### src/rtl/ins_fetch.sv
`default_nettype none
// ============================================================================
//  Module   : ins_fetch
//  Brief    : Instruction-fetch initiator. Holds the program counter, issues a
//             one-cycle request to the instruction ram, waits for its
//             registered acknowledge, latches the returned instruction and
//             presents it with a one-cycle valid pulse. Jumps may arrive at
//             any time; those arriving mid-fetch are held until the fetch ends.
//  Revision : 1.0  initial release
// ============================================================================
module ins_fetch #(
  parameter int AW       = 16,
  parameter int DW       = 16,
  parameter int RST_PC   = 0,
  parameter int MAX_ADDR = 10,
  parameter int TIMEOUT  = 8
) (
  input  logic          clk,
  input  logic          rst,
  input  logic          en_in,
  input  logic          jmp_en,
  input  logic [AW-1:0] jmp_addr,
  input  logic          en_ram_out,
  input  logic [DW-1:0] ins_in,
  output logic [AW-1:0] addr,
  output logic          en_ram_in,
  output logic [DW-1:0] ins,
  output logic          en_out,
  output logic [AW-1:0] pc,
  output logic          busy,
  output logic          err
);

  // Wait counter only needs to reach TIMEOUT-1.
  localparam int            CW         = $clog2(TIMEOUT);
  localparam logic [AW-1:0] C_RST_PC   = AW'(RST_PC);
  localparam logic [AW-1:0] C_MAX_ADDR = AW'(MAX_ADDR);
  localparam logic [CW-1:0] C_CNT_LAST = CW'(TIMEOUT - 1);

  typedef enum logic [1:0] {
    S_IDLE = 2'd0,
    S_REQ  = 2'd1,
    S_WAIT = 2'd2
  } state_t;

  state_t        r_state;
  logic [CW-1:0] r_cnt;
  logic          r_pending;
  logic [AW-1:0] r_pend_addr;

  logic          w_pend_hit;
  logic [AW-1:0] w_pend_target;
  logic [AW-1:0] w_pc_inc;
  logic [AW-1:0] w_next;
  logic [AW-1:0] w_next_err;

  // A jump strobe on the very edge that ends a fetch counts as pending, so the
  // live strobe takes priority over (and overrides) any stored jump target.
  assign w_pend_hit    = r_pending | jmp_en;
  assign w_pend_target = jmp_en ? jmp_addr : r_pend_addr;
  // Sequential increment wraps at MAX_ADDR; targets above MAX_ADDR also wrap.
  assign w_pc_inc      = (pc >= C_MAX_ADDR) ? '0 : (pc + AW'(1));
  assign w_next        = w_pend_hit ? w_pend_target : w_pc_inc;
  // On timeout the failed address is kept so the next request retries it.
  assign w_next_err    = w_pend_hit ? w_pend_target : pc;

  // Busy whenever a fetch is in flight.
  assign busy = (r_state != S_IDLE);

  // Fetch FSM with all outputs registered.
  always_ff @(posedge clk or negedge rst) begin
    if (!rst) begin
      r_state     <= S_IDLE;
      r_cnt       <= '0;
      r_pending   <= 1'b0;
      r_pend_addr <= '0;
      pc          <= C_RST_PC;
      addr        <= C_RST_PC;
      en_ram_in   <= 1'b0;
      ins         <= '0;
      en_out      <= 1'b0;
      err         <= 1'b0;
    end else begin
      en_out <= 1'b0;
      case (r_state)
        S_IDLE: begin
          en_ram_in <= 1'b0;
          if (jmp_en) begin
            pc <= jmp_addr;
          end
          if (en_in) begin
            addr      <= jmp_en ? jmp_addr : pc;
            en_ram_in <= 1'b1;
            err       <= 1'b0;
            r_state   <= S_REQ;
          end
        end
        S_REQ: begin
          en_ram_in <= 1'b0;
          r_cnt     <= '0;
          if (jmp_en) begin
            r_pending   <= 1'b1;
            r_pend_addr <= jmp_addr;
          end
          r_state <= S_WAIT;
        end
        S_WAIT: begin
          if (en_ram_out) begin
            ins       <= ins_in;
            en_out    <= 1'b1;
            pc        <= w_next;
            r_pending <= 1'b0;
            r_state   <= S_IDLE;
          end else if (r_cnt == C_CNT_LAST) begin
            err       <= 1'b1;
            pc        <= w_next_err;
            r_pending <= 1'b0;
            r_state   <= S_IDLE;
          end else begin
            r_cnt <= r_cnt + CW'(1);
            if (jmp_en) begin
              r_pending   <= 1'b1;
              r_pend_addr <= jmp_addr;
            end
          end
        end
        default: begin
          r_state <= S_IDLE;
        end
      endcase
    end
  end

endmodule
`default_nettype wire

### config.mk
export PLATFORM = sky130hd
export DESIGN_NAME = ins_fetch
export DESIGN_NICKNAME = d
export VERILOG_FILES = /design/src/rtl/ins_fetch.sv
export SDC_FILE = /design/constraint.sdc
export NUM_CORES = 1
export LEC_CHECK = 0
export BUFFER_PORTS_ARGS = -buffer_cell sky130_fd_sc_hd__buf_2
export CORE_MARGIN = 10
export CORE_UTILIZATION = 30
export CTS_CLUSTER_SIZE = 14
export DETAILED_ROUTE_END_ITERATION = 8
export SLEW_MARGIN = 5
export SYNTH_ARGS = -nofsm -noshare
export SYNTH_HDL_FRONTEND = slang
export SYNTH_SLANG_ARGS = --single-unit
### constraint.sdc
create_clock -name clk -period 4.9 [get_ports clk]
set_input_delay 0.98 -clock clk [delete_from_list [all_inputs] [get_ports clk]]
set_output_delay 0.98 -clock clk [all_outputs]
set_load 0.005 [all_outputs]
Word-level counts from Yosys, hierarchy flattened
Index checks and enable logic that the tools add are counted.
Widths: inputs -> output; s select.
{"block": "classes", "muxes": 30, "n_bitwise": 1, "magnitude_cmp": 1, "reduce_logical": 11, "n_addsub": 2, "n_eq_ne": 9}
{"operator": "$mux 16", "n": 9}
{"operator": "$pmux 16 s2", "n": 2}
{"operator": "$add 16x1->16 const B", "n": 1}
{"operator": "$ge 16x4->1 const B", "n": 1}
{"operator": "$mux 1", "n": 9}
{"operator": "$ne 2x2->1 const B", "n": 4}
{"operator": "$reduce_bool 2->1", "n": 4}
{"operator": "$mux 2", "n": 3}
{"operator": "$mux 3", "n": 2}
{"operator": "$ne 3x3->1 const B", "n": 2}
{"operator": "$pmux 1 s2", "n": 3}
{"operator": "$pmux 2 s3", "n": 1}
{"operator": "$pmux 3 s2", "n": 1}
{"operator": "$reduce_and 2->1", "n": 3}
{"operator": "$reduce_and 3->1", "n": 2}
{"operator": "$reduce_and 4->1", "n": 1}
{"operator": "$add 3x1->3 const B", "n": 1}
{"operator": "$eq 3x3->1 const B", "n": 1}
{"operator": "$eq 2x1->1 const B", "n": 1}
{"operator": "$eq 2x2->1 const B", "n": 1}
{"operator": "$logic_not 2->1", "n": 1}
{"operator": "$or 1x1->1", "n": 1}
{"block": "word_totals", "elab_cells": 64, "input_bits": 37, "out_inout_bits": 52, "register_bits": 73}

Depth between registers and ports, before layout
Gate-level depths: netlist of the first run.
{"block": "depth", "ltp_word": 5, "depth_mapped": 9, "mapped_depth_nobuf": 6}

Worst setup path after synthesis of the first run
No wires, ideal clock.
{"block": "synth_timing", "path_kind": "input to register", "start": "input port en_ram_out", "end": "register r_pend_addr[10]", "t_arrival_ns": 2.198, "cell_stages": 7, "setup_time_ns": 0.125, "n_path_buf": 3, "t_required_ns": 4.775, "slack_ns": 2.577, "path_cell_list": "buf_2 or3b_1 buf_6 nand2_8 nand2_8 buf_8 mux2_4"}
{"block": "synth_via", "elab_chain_cells": 2}
{"element": "start, declared", "line_no": "23", "rtl": "input logic en_ram_out,"}
{"element": "$ne 2x2->1 (no line)"}
{"element": "$reduce_and 3->1 (no line)"}
{"element": "end signal, assigned", "line_no": "103", "rtl": "r_pend_addr <= jmp_addr;"}
{"element": "end signal, assigned", "line_no": "123", "rtl": "r_pend_addr <= jmp_addr;"}
{"element": "end, declared", "line_no": "49", "rtl": "logic [AW-1:0] r_pend_addr;"}
Every way passes these cells.
A chain may end at the register's enable or synchronous reset.

Final worst setup path of the first run
{"block": "layout_timing", "start": "register r_state[0]", "end": "register pc[14]"}
{"block": "layout_via", "elab_chain_cells": 3}
{"element": "start, declared", "line_no": "46", "rtl": "state_t r_state;"}
{"element": "start signal, assigned", "line_no": "73", "rtl": "r_state <= S_IDLE;"}
{"element": "start signal, assigned", "line_no": "95", "rtl": "r_state <= S_REQ;"}
{"element": "start signal, assigned", "line_no": "105", "rtl": "r_state <= S_WAIT;"}
{"element": "$eq 2x2->1 or $logic_not 2->1 (tied branches)", "line_no": "85", "rtl": "case (r_state)"}
{"element": "$ne 3x3->1 (no line) or $reduce_bool 2->1 (tied branches)"}
{"element": "$reduce_and 3->1 (no line)"}
{"element": "end signal, assigned", "line_no": "89", "rtl": "pc <= jmp_addr;"}
{"element": "end signal, assigned", "line_no": "111", "rtl": "pc <= w_next;"}
{"element": "end signal, assigned", "line_no": "116", "rtl": "pc <= w_next_err;"}
{"element": "end, declared", "line_no": "29", "rtl": "output logic [AW-1:0] pc,"}
Several ways; a longest one is shown, not always the timed one.

==> results.py, run 1 <==
metrics = {
    "finish": {
        "syn_to_final_growth_pct": 24.4,
        "final_common_cell": "buf_2",
        "drive_above_1_share": 0.364,
        "finalNetCount": 437,
        "layout.cells.most_common_list": "87 x buf_2, 73 x dfrtp_1, 23 x nand2_1, 23 x mux2_2, 22 x mux2i_1",
        "diodes": 0,
        "instances_no_fill": 541,
        "final_area_mm2": 0.00439,
    },
    "clocking": {
        "cts_tree": "done",
        "htree_levels": 3,
        "path_clk_slew_ns": 0.06,
        "clk_latency_ns": 0.33,
        "cts_root_buf": "clkbuf_16",
        "cts_hold_buf": 0,
        "numCtsBuffers": 9,
        "cts_buffer_depth": 2,
        "clkSinkCount": 73,
        "cts_setup_buffers": 0,
        "cts_resized": 0,
    },
    "sta": {
        "fin_crit_sh": 0.584,
        "slew_headroom": 0.379,
        "finClkSkew_ns": 0.00537,
        "setup_violations": 0,
        "hold_ws_ns": 0.499,
        "drv_slew": 0,
        "worst_pin_slew_ns": 0.932,
        "fmax_mhz": 349,
        "final_hold_viol_count": 0,
        "fin_setup_tns_ns": 0,
        "grt_setup_unrepaired": "no",
        "min_period_ns": 2.86,
    },
    "die": {
        "row_count": 39,
        "die_w_um": 128,
        "die_y_um": 128,
        "ios": 89,
        "fp.dieArea_mm2": 0.0165,
        "core_area_mm2": 0.0115,
        "start_util": 0.308,
    },
    "setup_path": {
        "crit_type": "flip-flop to flip-flop",
        "cp_data_arrival_time_ns": 3.13,
        "required_ns": 5.17,
        "critPathCaptureType": "flip-flop",
        "critPathMaxFanout": 19,
        "start_kind": "flip-flop",
    },
    "power": {
        "ir_worst_vdd_mv": 0.235,
        "p_leak_nw": 2.08,
        "finalPower_mw": 2.92,
        "powerDensity_mw_per_mm2": 665,
    },
    "yosys": {
        "syn_area_mm2": 0.00353,
        "ys_ff_latch": 73,
        "synth-seq-area-share": 0.517,
        "ys.flop_type": "dfrtp_1",
        "postSynthCellCount": 311,
        "synth_fp_nets": 355,
        "synth_top_area_cell": "dfrtp_1",
        "synth_edf_count": 0,
        "synthTopCellsByArea": "dfrtp_1 52%, mux2_2 7.3%, mux2i_1 6.2%, mux2_4 4.3%, a22o_1 2.7%",
        "ys_types": 36,
        "yosys_warnings": 0,
        "synth_area_per_cell_um2": 11.4,
        "ys_async_sr_fraction": 1.00,
        "synth_top_area_frac": 0.517,
    },
    "grt": {
        "grt-ovfl-total": 0,
        "grt_pass1_vias": 2721,
        "grt_pass1_wl_mm": 14.3,
        "grt_usage": 0.108,
        "antenna_found_initial": 0,
        "grt_max_degree": 74,
    },
    "worst_hold_path": {
        "hold_path_class": "flip-flop to flip-flop",
    },
    "drt": {
        "wl_met3_um": 635,
        "wl_per_cell_um": 16.5,
        "wl_met1_mm": 4.38,
        "vias": 2650,
        "drc": 0,
        "drtIter0Drc": 134,
        "ant_nets": 0,
        "drt_wl_total_mm": 8.95,
        "top_layer_used": "met4",
        "drt_first_pass_iters": 4,
        "wl_met2_mm": 3.82,
        "via_per_inst": 4.90,
    },
    "place": {
        "place_congestion": 0.798,
        "placed_cell_area_mm2": 0.00406,
        "io_buffers": 88,
        "place_hpwl_mm": 6.39,
        "place_inst": 525,
    },
    "run": {
        "drv_cap": 0,
    },
    "status": {
        "status": "finished, final reports clean",
    },
}
==> flip-flops by register name, summed over array words and instances, names as in the netlist <==
register and count:
ins 16, r_pending 1, r_state 2, err 1, pc 16, r_cnt 3, addr 16, r_pend_addr 16
en_ram_in 1, en_out 1
==> synth_stat cells (all sizes together) (8+ instances only) <==
library cell,count
a21oi,13
a22o,11
a31oi,15
buf,10
clkbuf,10
dfrtp,73
inv,8
mux2,33
mux2i,22
nand2,25
nand2b,14
nor2,21
o21ai,18
==> logic make-up (layout without fill, tap and decap cells) <==
group	Yosys count	after routing	synth area share
AO/OA/AOI/OAI	65	65	0.115
adder cells (fa/ha/maj)	7	7	0.0248
buffers and inverters	28	115	0.0404
multiplexers	55	55	0.178
flip-flops	73	73	0.517
AND/OR/NAND/NOR	82	82	0.122
XOR/XNOR	1	1	0.00248
==> report_power, final <==
group / internal (mW) / leakage (nW) / switching, mW / total, mW
Sequential: 0.892 / 0.874 / 0.208 / 1.10
Combinational: 0.558 / 1.05 / 0.538 / 1.10
Clock: 0.472 / 0.162 / 0.253 / 0.725
Total: 1.92 / 2.08 / 0.999 / 2.92
==> path summary, 6_finish.rpt <==
check | end | cells after the start | slack (ns) | start
min in group asynchronous | ins[8] | 1 | 0.79 | rst
worst max register to register | pc[14] | 7 | 2.04 | r_state[0]
worst min register to register | ins[15] | 1 | 0.50 | ins[15]
max in group asynchronous | pc[1] | 1 | 3.51 | rst
worst min-delay path | ins[15] | 1 | 0.50 | ins[15]
worst max-delay path | pc[14] | 7 | 2.04 | r_state[0]
==> per-stage QoR <==
step,worst slack (ns),util
2_1_floorplan,2.58,-
3_3_place_gp,1.88,0.354
3_5_place_dp,1.80,0.354
4_1_cts,2.04,0.383
5_1_grt,1.77,0.383
6_report,2.04,0.383
==> layer usage <==
layer,global-route usage,vias to the layer above
li1,-,1274
met1,0.145,1288
met2,0.156,79
met3,0.0419,9
met4,0.0338,0
met5,0,-
==> worst max-delay path: stages (launching register included) <==
cell and delay, ns:
dfrtp_1 0.40, inv_1 0.09, ha_1 0.50, buf_4 0.35
o211ai_1 0.17, and2_1 0.34, a21oi_1 0.71, a22o_1 0.23
==> area by class of cell <==
cell class,instances,area [µm²]
flip-flops and latches,73,1830
well taps,143,179
repair buffers,91,465
clock inverters,5,77.6
multi-input cells,210,1560
inverters,8,30.0
fillers,1137,7070
clock buffers,11,253
Power figures use the tool's default switching activity.
==> run 2, diff against run 1 <==
ABC_AREA = 1   (was default)
clock period = 2.5 ns   (was 4.9 ns; I/O delays follow)
==> results.py, run 2 <==
metrics = {
    "sta": {
        "fin_crit_sh": 0.861,
        "fin_setup_tns_ns": 0,
        "setup_ws_ns": 0.347,
        "grt_setup_unrepaired": "no",
        "slew_headroom": 0.282,
        "fmax_mhz": 464,
        "min_period_ns": 2.15,
        "drv_slew": 0,
        "finClkSkew_ns": 0.00644,
        "worst_pin_slew_ns": 1.08,
        "setup_violations": 0,
        "final_hold_viol_count": 0,
    },
    "status": {
        "status": "finished, final reports clean",
    },
    "drt": {
        "drc": 0,
        "via_per_inst": 4.71,
        "drt_first_pass_iters": 5,
        "ant_nets": 0,
        "vias": 3107,
        "wl_per_cell_um": 14.6,
        "drtIter0Drc": 213,
        "drt_wl_total_mm": 9.65,
    },
    "clocking": {
        "cts_setup_buffers": 0,
        "htree_levels": 3,
        "clk_latency_ns": 0.33,
        "cts_resized": 0,
        "cts_tree": "done",
        "clkSinkCount": 73,
        "path_clk_slew_ns": 0.06,
        "cts_root_buf": "clkbuf_16",
        "numCtsBuffers": 9,
        "cts_buffer_depth": 2,
        "cts_hold_buf": 0,
    },
    "yosys": {
        "syn_area_mm2": 0.00357,
        "synth_top_area_cell": "dfrtp_1",
        "postSynthCellCount": 427,
        "synth_xor_area_frac": 0.00245,
        "synth-simple-area-share": 0.222,
        "ys_async_sr_fraction": 1.00,
        "synth_edf_count": 0,
        "ys_types": 29,
        "synth-seq-area-share": 0.511,
        "synth_fa_ha_area_frac": 0.0245,
        "synthMuxAreaShare": 0,
        "ys_ff_latch": 73,
        "synthTopCellsByArea": "dfrtp_1 51%, nand2_1 13%, nor2_1 4.9%, o21ai_0 3.6%, inv_1 3.6%",
        "synth_top_family_by_area": "simple AND/OR/NAND/NOR gates",
        "ys_top_cells_by_count": "128 x nand2_1, 73 x dfrtp_1, 47 x nor2_1",
        "synth_top_area_frac": 0.511,
        "ys.flop_type": "dfrtp_1",
        "synth_compound_area_frac": 0.161,
        "yosysMostFrequentCell": "nand2_1",
        "synth_area_per_cell_um2": 8.37,
        "yosys_warnings": 0,
        "synth_fp_nets": 471,
    },
    "die": {
        "die_w_um": 129,
        "ios": 89,
        "row_count": 39,
        "fp.dieArea_mm2": 0.0167,
        "die_y_um": 129,
        "start_util": 0.309,
        "core_area_mm2": 0.0116,
    },
    "finish": {
        "drive_above_1_share": 0.252,
        "syn_to_final_growth_pct": 23.8,
        "fillers": 1193,
        "diodes": 0,
        "multi_input_area_mm2": 0.00146,
        "layout.cells.most_common_list": "128 x nand2_1, 88 x buf_2, 73 x dfrtp_1",
        "instances_no_fill": 659,
        "final_util": 0.383,
        "final_common_cell": "nand2_1",
        "seq_area_mm2": 0.00183,
        "final_area_mm2": 0.00443,
        "finalNetCount": 555,
    },
    "setup_path": {
        "r2r_slack_ns": 0.35,
        "critPathMaxFanout": 30,
        "crit_path_start": "r_state[0]",
        "cp_data_arrival_time_ns": 2.43,
        "critPathCaptureType": "flip-flop",
        "endpoint": "pc[1]",
        "crit_type": "flip-flop to flip-flop",
        "required_ns": 2.77,
        "r2r_end": "pc[1]",
        "start_kind": "flip-flop",
        "reg2reg_from": "r_state[0]",
        "rr_worst_depth": 8,
    },
    "place": {
        "placed_cell_area_mm2": 0.00411,
        "io_buffers": 88,
        "dp_slack_ns": 0.365,
        "place_congestion": 0.751,
        "place_inst": 643,
        "place_hpwl_mm": 6.82,
    },
    "grt": {
        "grt-ovfl-total": 0,
        "grt_usage": 0.115,
        "grt_pass1_wl_mm": 15.6,
        "grt_pass1_vias": 3152,
        "antenna_found_initial": 0,
        "grt_max_degree": 57,
    },
    "power": {
        "ir_worst_vdd_mv": 0.469,
        "powerDensity_mw_per_mm2": 1320,
        "p_leak_nw": 2.31,
    },
    "run": {
        "drv_cap": 0,
    },
    "worst_hold_path": {
        "hold_path_class": "primary input to async pin",
    },
}
[run 2: how the worst min path moves through the flow]
stage | from | end | depth (start not counted)
2_1_floorplan | rst | addr[0] | 0
3_3_place_gp | rst | ins[3] | 1
3_5_place_dp | rst | ins[3] | 1
4_1_cts | rst | ins[0] | 1
5_1_grt | rst | en_out | 1
6_report | rst | ins[6] | 1
[run 2: metrics by stage]
stage / hold slack, ns / total power, mW
global route: 0.121 / 6.33
CTS: 0.107 / 5.89
detailed placement: 0.460 / 4.48
global placement: 0.458 / 4.41
finish: 0.105 / 5.83
floorplan: 0.204 / 3.70
[run 2: where the power goes]
group | switching [mW] | total [mW] | leakage [nW] | internal [mW]
combinational | 1.44 | 2.35 | 1.28 | 0.914
sequential | 0.334 | 2.09 | 0.872 | 1.75
clock | 0.491 | 1.39 | 0.159 | 0.899
total | 2.26 | 5.83 | 2.31 | 3.57
[run 2: area by class of cell]
class	instances	area share
Sequential cell	73	0.413
Multi-Input combinational cell	295	0.330
Timing Repair Buffer	93	0.111
Clock buffer	11	0.0548
Tap cell	143	0.0404
Inverter	39	0.0331
Clock inverter	5	0.0178
[run 2: cell families (layout without fill, tap and decap cells)]
family / after synthesis / after routing
AOI/OAI and AO/OA: 91 / 91
DFF: 73 / 73
adders and majority gates: 7 / 7
and+or+nand+nor: 196 / 196
buffers and inverters: 59 / 148
xor gates and xnor gates: 1 / 1
[run 2: per-layer routing]
metal,track usage,vias up,share of wire
li1,-,1564,-
met1,0.143,1417,0.46
met2,0.174,112,0.42
met3,0.0595,14,0.11
met4,0.0288,0,0.012
met5,0,-,0
[run 2: critical path: stages, from the launching register on]
cell and delay (ns):
dfrtp_1 0.34, inv_1 0.07, ha_1 0.24, buf_4 0.23, nand4_1 0.18, nand3_2 0.51
a31oi_1 0.38, nand2_1 0.09, nand2_1 0.06
==> run 3, diff against run 2 <==
clock period = 1.9 ns   (was 2.5 ns; I/O delays follow)
==> results.py, run 3 (synthesized netlist as in run 2, its figures left out) <==
metrics = {
    "place": {
        "dp_slack_ns": 0.0753,
        "place_hpwl_mm": 7.26,
        "io_buffers": 88,
        "place_inst": 653,
        "place_congestion": 0.829,
        "placed_cell_area_mm2": 0.00419,
    },
    "finish": {
        "final_util": 0.391,
        "multi_input_area_mm2": 0.00148,
        "instances_no_fill": 670,
        "final_area_mm2": 0.00452,
        "seq_area_mm2": 0.00183,
        "finalNetCount": 565,
        "layout.cells.most_common_list": "128 x nand2_1, 88 x buf_2, 73 x dfrtp_1",
        "final_common_cell": "nand2_1",
        "drive_above_1_share": 0.268,
        "fillers": 1189,
        "syn_to_final_growth_pct": 26.4,
    },
    "setup_path": {
        "critPathMaxFanout": 27,
        "required_ns": 2.12,
        "cp_data_arrival_time_ns": 1.92,
        "crit_top_cell": "ha_1",
        "critPathMaxStageDelay_ns": 0.39,
        "rr_worst_depth": 8,
        "reg2reg_from": "r_cnt[0]",
        "crit_path_start": "r_cnt[0]",
        "r2r_slack_ns": 0.20,
        "r2r_end": "r_cnt[1]",
        "start_kind": "flip-flop",
        "slowest_stage": "dfrtp_1",
        "critPathCaptureType": "flip-flop",
        "crit_chain": "ha_1, ha_1, inv_1, nand3_2, inv_2, a21oi_4, buf_12, a22o_1",
        "crit_type": "flip-flop to flip-flop",
    },
    "drt": {
        "vias": 3146,
        "wl_per_cell_um": 14.6,
        "via_per_inst": 4.70,
        "drc": 0,
        "drt_wl_total_mm": 9.76,
        "ant_nets": 0,
        "drt_first_pass_iters": 4,
        "drtIter0Drc": 217,
    },
    "die": {
        "die_y_um": 129,
        "core_area_mm2": 0.0116,
        "fp.dieArea_mm2": 0.0167,
        "ios": 89,
        "die_w_um": 129,
        "row_count": 39,
        "start_util": 0.309,
    },
    "clocking": {
        "cts_buffer_depth": 2,
        "clk_latency_ns": 0.33,
        "clkSinkCount": 73,
        "numCtsBuffers": 9,
        "cts_root_buf": "clkbuf_16",
        "path_clk_slew_ns": 0.06,
        "cts_setup_buffers": 0,
        "htree_levels": 3,
        "cts_tree": "done",
    },
    "grt": {
        "top_usage_layer": "met2",
        "antenna_found_initial": 1,
        "grt_pass1_vias": 3320,
        "grt_pass1_wl_mm": 16.4,
        "use_met2": 0.190,
        "grt_max_degree": 74,
        "grt-ovfl-total": 0,
        "grt_use_met1": 0.146,
        "use_met3": 0.0612,
        "grt_usage": 0.122,
    },
    "status": {
        "status": "finished, final reports clean",
    },
    "power": {
        "p_leak_nw": 2.36,
        "powerDensity_mw_per_mm2": 1720,
        "ir_worst_vdd_mv": 0.725,
        "finalPower_mw": 7.78,
    },
    "sta": {
        "min_period_ns": 1.70,
        "fin_setup_tns_ns": 0,
        "drv_slew": 0,
        "hold_ws_ns": 0.0710,
        "grt_setup_unrepaired": "no",
        "setup_ws_ns": 0.201,
        "slew_headroom": 0.714,
        "fin_crit_sh": 0.894,
        "setup_violations": 0,
        "worst_pin_slew_ns": 0.427,
        "final_hold_viol_count": 0,
        "fmax_mhz": 589,
        "finClkSkew_ns": 0.00596,
    },
    "run": {
        "drv_cap": 0,
    },
    "worst_hold_path": {
        "hold_path_class": "primary input to async pin",
    },
}
-- run 3: cell count changes in the layout (fill, tap and decap cells not counted), moves of 2 or more --
cell | before | now
buf_4 | 4 | 13
clkbuf_8 | 1 | 3
ha_1 | 7 | 5
ha_2 | 0 | 2
-- run 3: how the worst max path moves through the flow --
stage | endpoint | slack [ns] | cells past startpoint
floorplan | r_pending | 0.39 | 8
global placement | pc[6] | 0.23 | 7
detailed placement | pc[10] | 0.08 | 7
CTS | pc[10] | 0.06 | 7
global route | ins[7] | 0.02 | 7
finish | r_cnt[1] | 0.20 | 8
-- run 3: worst max-delay path: cells and delay by family, from the launching register on --
kind            cells  cell delay, ns
buf+inv             3            0.41
flops               1            0.39
fa+ha+maj           2            0.39
compound gates      2            0.24
simple gates        1            0.14
-- run 3: what timing repair did --
item | 4_1_cts | 5_1_grt
hold buffers | 0 | 0
resized for setup | 0 | 3
setup endpoints to repair | 0 | 22
-- run 3: cell type report --
cell class | instances | area share
inverters | 39 | 0.0324
diodes | 1 | 0.000554
clock buffers | 14 | 0.0607
multi-input cells | 295 | 0.327
well taps | 143 | 0.0396
clock inverters | 2 | 0.00776
flip-flops and latches | 73 | 0.404
repair buffers | 103 | 0.128
-- run 3: where the power goes --
group | switching (mW) | internal (mW) | total (mW)
clock network | 0.617 | 1.12 | 1.74
registers | 0.450 | 2.31 | 2.76
logic | 1.92 | 1.36 | 3.28
-- run 3: layer usage --
metal | up-vias | routed length, µm
met5 | - | 0
met4 | 0 | 10
met3 | 2 | 1080
met2 | 112 | 4370
met1 | 1440 | 4290
li1 | 1592 | -
